==> src/rtl/alu_result_collector.sv <==
// -----------------------------------------------------------------------------
// alu_result_collector
//
// Deframes the 1-bit result stream of the serial ALU. Each frame is
// F = 2n+2 bits: parity bit, zero-flag bit, then the 2n-bit result MSB first.
// The frame flags are checked against the reassembled result, and the word is
// presented on a valid/ready interface. Frames that arrive while the holding
// register is still full are dropped and counted.
//
// There is no frame-sync input. Alignment comes from reset: the first posedge
// after Reset_n is released samples frame bit 0.
//
// Ports
//   Clock           in   system clock (ALU drives on negedge, sampled here on posedge)
//   Reset_n         in   asynchronous active-low reset
//   Serial_in       in   ALU Data_out
//   Out_ready       in   consumer accepts the held word this cycle
//   Out_valid       out  holding register contains a completed frame
//   Out_result      out  reassembled 2n-bit result
//   Out_parity_err  out  frame parity bit != ^result
//   Out_zero_err    out  frame zero bit   != ~|result
//   Drop_count      out  frames lost to backpressure, saturates at 255
//   Frame_active    out  high once the post-reset skip period is over
// -----------------------------------------------------------------------------
module alu_result_collector #(
  parameter int n           = 2,
  parameter int skip_frames = 1
) (
  input  logic             Clock,
  input  logic             Reset_n,
  input  logic             Serial_in,
  input  logic             Out_ready,
  output logic             Out_valid,
  output logic [2*n-1:0]   Out_result,
  output logic             Out_parity_err,
  output logic             Out_zero_err,
  output logic [7:0]       Drop_count,
  output logic             Frame_active
);

  localparam int RW     = 2 * n;
  localparam int F      = RW + 2;
  localparam int CNT_W  = $clog2(F);
  localparam int SKIP_W = (skip_frames > 0) ? $clog2(skip_frames + 1) : 1;

  localparam logic [CNT_W-1:0]  BIT_PAR   = CNT_W'(0);
  localparam logic [CNT_W-1:0]  BIT_ZERO  = CNT_W'(1);
  localparam logic [CNT_W-1:0]  LAST_BIT  = CNT_W'(F - 1);
  localparam logic [SKIP_W-1:0] SKIP_INIT = SKIP_W'(skip_frames);

  // Saturating increment for the drop counter.
  function automatic logic [7:0] sat_inc8(input logic [7:0] v);
    return (v == 8'hFF) ? v : v + 8'd1;
  endfunction

  logic [CNT_W-1:0]  bit_cnt_p0;
  logic              par_bit_p0;
  logic              zero_bit_p0;
  logic [RW-1:0]     shift_p0;
  logic [SKIP_W-1:0] skip_cnt;
  logic [SKIP_W-1:0] skip_nxt;

  logic              frame_end;
  logic              skipping;
  logic [RW-1:0]     word_p0;
  logic              par_err;
  logic              zero_err;
  logic              hold_free;

  // ---- stage p0: serial capture (flags + shift register) ----
  always_ff @(posedge Clock or negedge Reset_n) begin
    if (!Reset_n) begin
      bit_cnt_p0  <= '0;
      par_bit_p0  <= 1'b0;
      zero_bit_p0 <= 1'b0;
      shift_p0    <= '0;
    end else begin
      bit_cnt_p0 <= frame_end ? '0 : bit_cnt_p0 + 1'b1;
      if (bit_cnt_p0 == BIT_PAR) begin
        par_bit_p0 <= Serial_in;
      end else if (bit_cnt_p0 == BIT_ZERO) begin
        zero_bit_p0 <= Serial_in;
      end else begin
        shift_p0 <= {shift_p0[RW-2:0], Serial_in};
      end
    end
  end

  // The last result bit is still on Serial_in at the frame-end edge, so the
  // checks look at the shift register with that bit appended.
  always_comb begin
    frame_end = (bit_cnt_p0 == LAST_BIT);
    skipping  = (skip_cnt != '0);
    word_p0   = {shift_p0[RW-2:0], Serial_in};
    par_err   = par_bit_p0 != (^word_p0);
    zero_err  = zero_bit_p0 != (~|word_p0);
    hold_free = !Out_valid || Out_ready;
    skip_nxt  = skip_cnt;
    if (frame_end && skipping) begin
      skip_nxt = skip_cnt - 1'b1;
    end
  end

  // ---- stage p1: holding register and handshake ----
  always_ff @(posedge Clock or negedge Reset_n) begin
    if (!Reset_n) begin
      skip_cnt       <= SKIP_INIT;
      Frame_active   <= 1'b0;
      Out_valid      <= 1'b0;
      Out_result     <= '0;
      Out_parity_err <= 1'b0;
      Out_zero_err   <= 1'b0;
      Drop_count     <= '0;
    end else begin
      skip_cnt     <= skip_nxt;
      Frame_active <= (skip_nxt == '0);

      if (Out_valid && Out_ready) begin
        Out_valid <= 1'b0;
      end

      // A frame end overrides the clear above when the word is replaced.
      if (frame_end && !skipping) begin
        if (hold_free) begin
          Out_valid      <= 1'b1;
          Out_result     <= word_p0;
          Out_parity_err <= par_err;
          Out_zero_err   <= zero_err;
        end else begin
          Drop_count <= sat_inc8(Drop_count);
        end
      end
    end
  end

endmodule

==> config.mk <==
export PLATFORM = sky130hd
export DESIGN_NAME = alu_result_collector
export DESIGN_NICKNAME = d
export VERILOG_FILES = /design/src/rtl/alu_result_collector.sv
export SDC_FILE = /design/constraint.sdc
export NUM_CORES = 1
export LEC_CHECK = 0
export BUFFER_PORTS_ARGS = -buffer_cell sky130_fd_sc_hd__buf_4
export CAP_MARGIN = 30
export CORE_MARGIN = 2
export CORE_UTILIZATION = 30
export CTS_CLUSTER_SIZE = 25
export DETAILED_ROUTE_END_ITERATION = 10
export SLEW_MARGIN = 20
export SYNTH_ARGS = -nofsm -noshare
export SYNTH_HDL_FRONTEND = slang
export SYNTH_SLANG_ARGS = --single-unit
==> constraint.sdc <==
create_clock -name Clock -period 1.9 [get_ports Clock]
set_input_delay 0.38 -clock Clock [delete_from_list [all_inputs] [get_ports Clock]]
set_output_delay 0.38 -clock Clock [all_outputs]
set_load 0.03 [all_outputs]
==> results.md, run 1 <==
- Hold Fails Final Rpt: 11
- Clk buf depth: 2
- Post-DP HPWL: ~1.6 mm
- Worst-margin pin slew: 0.422 ns
- Initial antenna violation count: 0
- Area Overhead vs Synth: 21.5%
- Gpl congestion: 0.847
- Vias: 833
- Fin crit period: 1.80 ns
- RSZ-0062 raised after global routing: false
- Mapped Cells: approximately 100
- CTS root buffer: clkbuf_8
- Tcrit/Tclk final: 0.947
- Failing checks: hold timing
- Global-route wire length before repair: 3.77 mm
- Die area: between 4000 and 5000 µm²
- Syn nets: 111
- Most common cell after layout, fill and taps aside: dfrtp_1
- Port bufs: 19
- DR iter-0 viols: 32
- Via density: 4.79
- CTS tree: built
- Synth warnings: 0
- MaxCap Viol Count: 0
- DP Cell Count: 170
- Synth unique cells: 23
- CTS resizes: 0
- Crit. End Element: flip-flop
- Worst path cell trace: nand4bb_1, nor4_1, mux2_1
- CTS buffer count: 3
- Post-CTS Setup Bufs: 0
- Critical Path Fanout Max: 10
- WL/cell: 12.8 µm
- Finished Layout Cells: 174
- Pin count of the biggest net entering global routing: 26
- Synth Cell Area: 1130 µm²
- First-pass DRT Iterations: 4
- Fillers: 374
- GRT Util Overall: 0.116
- Slew headroom: 0.717
- Std cell rows: 22
- Cts hold-fix bufs: 0
- Max Freq: 556 MHz
- Core box area: 3630 µm²
- Clock sink total: 25
- Slew Limit Fails: 0
- Design Power: 0.000991 W
- DRC Markers: 0
- Clock H-tree levels: 1
- Critical Path Start: bit_cnt_p0[1]$_DFF_PN0_
- Final ANT Viol Nets: 0
- Slowest CP cell: nand4bb_1
- Cell Pwr Density: 723 nW/µm²
- Nets: 134
- Startpoint Class: flip-flop
- Worst skew pair latency: 0.27 ns
- Arr. time, crit path: 1.95 ns
- Setup Skew: 0.00146 ns
- Final setup TNS: 0 ns
- Post-synthesis sequential area ratio: 0.556
- Hold slack: -0.00426 ns
- Share of cells above drive strength 1: 0.254
- Worst path bufs/invs: 0
- Worst path top cell family by delay: simple AND/OR/NAND/NOR gates
- Static Leak: a little over 0.6 nW
- Multi-input gate area: 473 µm²
- DIE HEIGHT: 65.3 µm
- Initial Utilization: 0.310
- Setup Crit Path Kind: flip-flop to flip-flop
- RR Startpoint: bit_cnt_p0[1]$_DFF_PN0_
- Vias in the first global route: 842
- Clock-pin slew on the worst setup and hold paths: 0.08 ns
- Congestion Overflow GR: 0
- FF+latch area: roughly 630 µm²
- Worst vdd rail ir drop: 0.223 mV
- WP data required: 2.06 ns
- Yosys reg bits: 25
- Status: finished with violations
- # IOs: 20
- Most frequent cells in the layout: dfrtp_1, buf_4, o21ai_0
- Final setup vio count: 0
- WL final: 2.23 mm
- Hold Crit Class: primary input to asynchronous set/reset pin
- Max incr delay on CP: between 0.4 and 0.5 ns
- Chip Width: between 60 and 70 µm
- N_diodes: 0
- Syn avg cell area: about 11 µm²
==> synth_stat cells, drive strengths merged <==
cell type	count	area share
nand4	2	0.011
o211ai	1	0.0067
nor3	3	0.013
buf	1	0.0044
nor4	3	0.017
nor2b	1	0.0056
dfrtp	24	0.53
nand2	15	0.050
ha	3	0.033
nor2	1	0.0033
nand3	6	0.027
or3	1	0.0056
inv	6	0.020
dfstp	1	0.023
mux2	10	0.10
and2	1	0.0056
xnor2	4	0.031
and4bb	1	0.011
or3b	1	0.0078
o21ai	16	0.071
nand4bb	1	0.010
nand2b	2	0.011
==> logic make-up after synthesis <==
| family | count (synthesis) | share of synthesized area |
|---|---|---|
| compound gates | 17 | 0.0777 |
| buf+inv | 7 | 0.0244 |
| xor+xnor | 4 | 0.0311 |
| fa+ha+maj | 3 | 0.0333 |
| simple gates | 38 | 0.178 |
| mux | 10 | 0.0999 |
| flops | 25 | 0.556 |
==> state kept, by name, indices dropped and copies added (netlist names) <==
signal,flops
Out_result,4
skip_cnt,1
Frame_active,1
bit_cnt_p0,3
Out_zero_err,1
par_bit_p0,1
shift_p0,3
zero_bit_p0,1
Drop_count,8
Out_valid,1
Out_parity_err,1
==> metal layers <==
metal / up-vias / routed length (µm) / track usage
met5: - / 0 / 0
met2: 16 / 1140 / 0.193
met1: 408 / 966 / 0.141
met3: 3 / 84 / 0.0223
met4: 0 / 30 / 0.0625
li1: 406 / - / -
==> cell type report <==
class / count / share of cell area
inverter: 6 / 0.0164
sequential: 25 / 0.458
timing repair buffer: 19 / 0.104
tap: 48 / 0.0438
clock buffer: 4 / 0.0329
multi-input combinational: 72 / 0.345
==> final timing paths <==
| path | end | slack, ns | cells after the start |
|---|---|---|---|
| max | Drop_count[5]$_DFFE_PN0P_ | 0.10 | 3 |
| min | Drop_count[7]$_DFFE_PN0P_ | -0.004 | 1 |
| max in group asynchronous | skip_cnt$_DFF_PN1_ | 1.61 | 1 |
| min reg2reg | Frame_active$_DFF_PN0_ | 0.48 | 1 |
| min in group Clock | par_bit_p0$_DFFE_PN0N_ | 0.35 | 2 |
| max reg2reg | Drop_count[5]$_DFFE_PN0P_ | 0.10 | 3 |
==> report_power, final <==
part	internal, W	switching, W
Sequential	0.000552	0.0000128
Combinational	0.0000439	0.0000669
Clock	0.000150	0.000165
Total	0.000746	0.000245
==> per-stage QoR <==
stage | util | area, µm² | worst slack, ns
4_1_cts | 0.377 | 1370 | 0.117
2_1_floorplan | - | 1130 | 0.268
5_1_grt | 0.377 | 1370 | 0.0192
3_5_place_dp | 0.365 | 1330 | 0.140
3_3_place_gp | 0.365 | 1330 | 0.210
6_report | 0.377 | 1370 | 0.101
No activity file was read; power rests on OpenSTA's default activity.
==> run 2: changes to the inputs <==
==> constraint.sdc (replaced) <==
create_clock -name Clock -period 1.5 [get_ports Clock]
set_input_delay 0.3 -clock Clock [delete_from_list [all_inputs] [get_ports Clock]]
set_output_delay 0.3 -clock Clock [all_outputs]
set_load 0.03 [all_outputs]
==> results.md, run 2 (synthesis gave the netlist of run 1 again) <==
- Max Freq: 680 MHz (was 556 MHz)
- Share of cells above drive strength 1: 0.380 (was 0.254)
- WL final: 2.39 mm (was 2.23 mm)
- Slew headroom: 0.782 (was 0.717)
- DR iter-0 viols: 70 (was 32)
- Initial Utilization: 0.310 (unchanged)
- RSZ-0062 raised after global routing: true (was false)
- Congestion Overflow GR: 0 (unchanged)
- Hold Fails Final Rpt: 0 (was 11)
- Final setup vio count: 0 (unchanged)
- Nets: 145 (was 134)
- FF+latch area: 629 µm² (was 627 µm²)
- Gpl congestion: 0.786 (was 0.847)
- Fin crit period: 1.47 ns (was 1.80 ns)
- Post-DP HPWL: 1.68 mm (was 1.64 mm)
- Status: finished clean (was finished with violations)
- RR Startpoint: skip_cnt$_DFF_PN1_ (was bit_cnt_p0[1]$_DFF_PN0_)
- Register-to-Register Path Depth: 3 (unchanged)
- Chip Width: 65.3 µm (unchanged)
- Final Core Density: 0.418 (was 0.377)
- Max FFs per register: 8 (unchanged)
- Core box area: 3630 µm² (unchanged)
- CTS tree: built (unchanged)
- Setup Crit Path Kind: flip-flop to flip-flop (unchanged)
- Wire length on met2: 1.20 mm (was 1.14 mm)
- Met3 WL: 91 µm (was 84 µm)
- CTS root buffer: clkbuf_8 (unchanged)
- Static Leak: 0.682 nW (was 0.618 nW)
- Crit. End Element: flip-flop (unchanged)
- Initial antenna violation count: 0 (unchanged)
- Global-route wire length before repair: 4.03 mm (was 3.77 mm)
- Clock H-tree levels: 1 (unchanged)
- Critical Path Fanout Max: 6 (was 10)
- Tcrit/Tclk final: 0.981 (was 0.947)
- Most common cell after layout, fill and taps aside: buf_4 (was dfrtp_1)
- Top layer in use: met4 (unchanged)
- CTS buffer count: 3 (unchanged)
- WL met1: 1.04 mm (was 966 µm)
- DIE HEIGHT: 65.3 µm (unchanged)
- Clock-pin slew on the worst setup and hold paths: 0.09 ns (was 0.08 ns)
- Critical R2R Capture: Drop_count[7]$_DFFE_PN0P_ (was Drop_count[5]$_DFFE_PN0P_)
- Min-Delay Endpoint: par_bit_p0$_DFFE_PN0N_
- Multi-input gate area: 534 µm² (was 473 µm²)
- Pin count of the biggest net entering global routing: 26 (unchanged)
- Startpoint Class: flip-flop (unchanged)
- Placed Area: 1410 µm² (was 1330 µm²)
- First-pass DRT Iterations: 4 (unchanged)
- Std cell rows: 22 (unchanged)
- Fillers: 372 (was 374)
- Slew Limit Fails: 0 (unchanged)
- Setup Skew: 0.00222 ns (was 0.00146 ns)
- Clock sink total: 25 (unchanged)
- Vias: 885 (was 833)
- N_diodes: 0 (unchanged)
- WL/cell: 12.9 µm (was 12.8 µm)
- Largest Register: Drop_count (unchanged)
- Final ANT Viol Nets: 0 (unchanged)
- Hold wc startpoint: Serial_in
- Final instance area: 1520 µm² (was 1370 µm²)
- Die area: 4260 µm² (unchanged)
- Area Overhead vs Synth: 34.9% (was 21.5%)
- Via density: 4.78 (was 4.79)
- Most frequent cells in the layout: buf_4, dfrtp_1, o21ai_0 (was dfrtp_1, buf_4, o21ai_0)
- Hold Crit Class: primary input to flip-flop (was primary input to asynchronous set/reset pin)
- Worst vdd rail ir drop: 0.339 mV (was 0.223 mV)
- WP data required: 1.66 ns (was 2.06 ns)
- Hold Path Stages: 2
- Cell Pwr Density: 842 nW/µm² (was 723 nW/µm²)
- Vias in the first global route: 873 (was 842)
- # IOs: 20 (unchanged)
- R2r setup slk: 0.03 ns (was 0.10 ns)
- Worst skew pair latency: 0.27 ns (about the same)
- Worst-margin pin slew: 0.328 ns (was 0.422 ns)
- MaxCap Viol Count: 0 (unchanged)
- GRT Util Overall: 0.125 (was 0.116)
- DRC Markers: 0 (unchanged)
- Largest registers: Drop_count x8, Out_result x4 (unchanged)
- Clk buf depth: 2 (unchanged)
- Arr. time, crit path: 1.63 ns (was 1.95 ns)
- Port bufs: 19 (unchanged)
-- run 2: changes by cell type in the layout (fill, tap and decap cells not counted), moves of 2 or more --
cell,before,now
buf_4,19,29
dfrtp_1,24,22
dfrtp_2,0,2
nor4_1,3,0
nor4_2,0,2
-- run 2: timing repair --
action	CTS	global route
setup endpoints to repair	3	4
buffers inserted	0	1
gates resized for setup	5	3
endpoints found under the hold margin	24	0
hold buffers	1	0
pin swaps	0	1
-- run 2: layout make-up --
cell class / count / share of cell area
Clock buffer: 3 / 0.0272
Clock inverter: 1 / 0.00329
Inverter: 6 / 0.0148
Multi-Input combinational cell: 72 / 0.351
Sequential cell: 25 / 0.414
Tap cell: 48 / 0.0395
Timing Repair Buffer: 30 / 0.150
-- run 2: how the worst max path moves through the flow --
stage,cells past startpoint,startpoint,to,slack (ns)
global route,3,skip_cnt$_DFF_PN1_,Drop_count[7]$_DFFE_PN0P_,-0.02
detailed placement,3,skip_cnt$_DFF_PN1_,Drop_count[6]$_DFFE_PN0P_,-0.04
CTS,4,Drop_count[1]$_DFFE_PN0P_,Drop_count[1]$_DFFE_PN0P_,0.0009
floorplan,4,Drop_count[0]$_DFFE_PN0P_,Drop_count[1]$_DFFE_PN0P_,0.01
finish,3,skip_cnt$_DFF_PN1_,Drop_count[7]$_DFFE_PN0P_,0.03
global placement,3,skip_cnt$_DFF_PN1_,Drop_count[5]$_DFFE_PN0P_,0.02
-- run 2: stage by stage --
step | hold slack, ns | setup TNS (ns) | setup WS, ns | cells | total power, W
finish | 0.271 | 0 | 0.0286 | 185 | 0.00128
global route | 0.280 | -0.0274 | -0.0163 | 185 | 0.00134
global placement | 0.220 | 0 | 0.0167 | 179 | 0.000878
CTS | 0.267 | 0 | 0.000889 | 184 | 0.00130
detailed placement | 0.226 | -0.0826 | -0.0385 | 179 | 0.000883
floorplan | 0.00441 | 0 | 0.0111 | 104 | 0.000811
-- run 2: routing by layer --
layer  vias up  track usage
met3         5       0.0257
met2        19        0.205
met5         -            0
met4         0       0.0625
li1        431            -
met1       430        0.156
-- run 2: critical path: stages (launching register included) --
cell and delay, ns:
dfstp_2 0.39, nand4bb_4 0.30, nor4_4 0.32, mux2_1 0.35
-- run 2: report_power, final --
group          switching, W  internal [W]
Combinational     0.0000913     0.0000642
Sequential        0.0000153      0.000700
Clock              0.000223      0.000186
Total              0.000329      0.000950
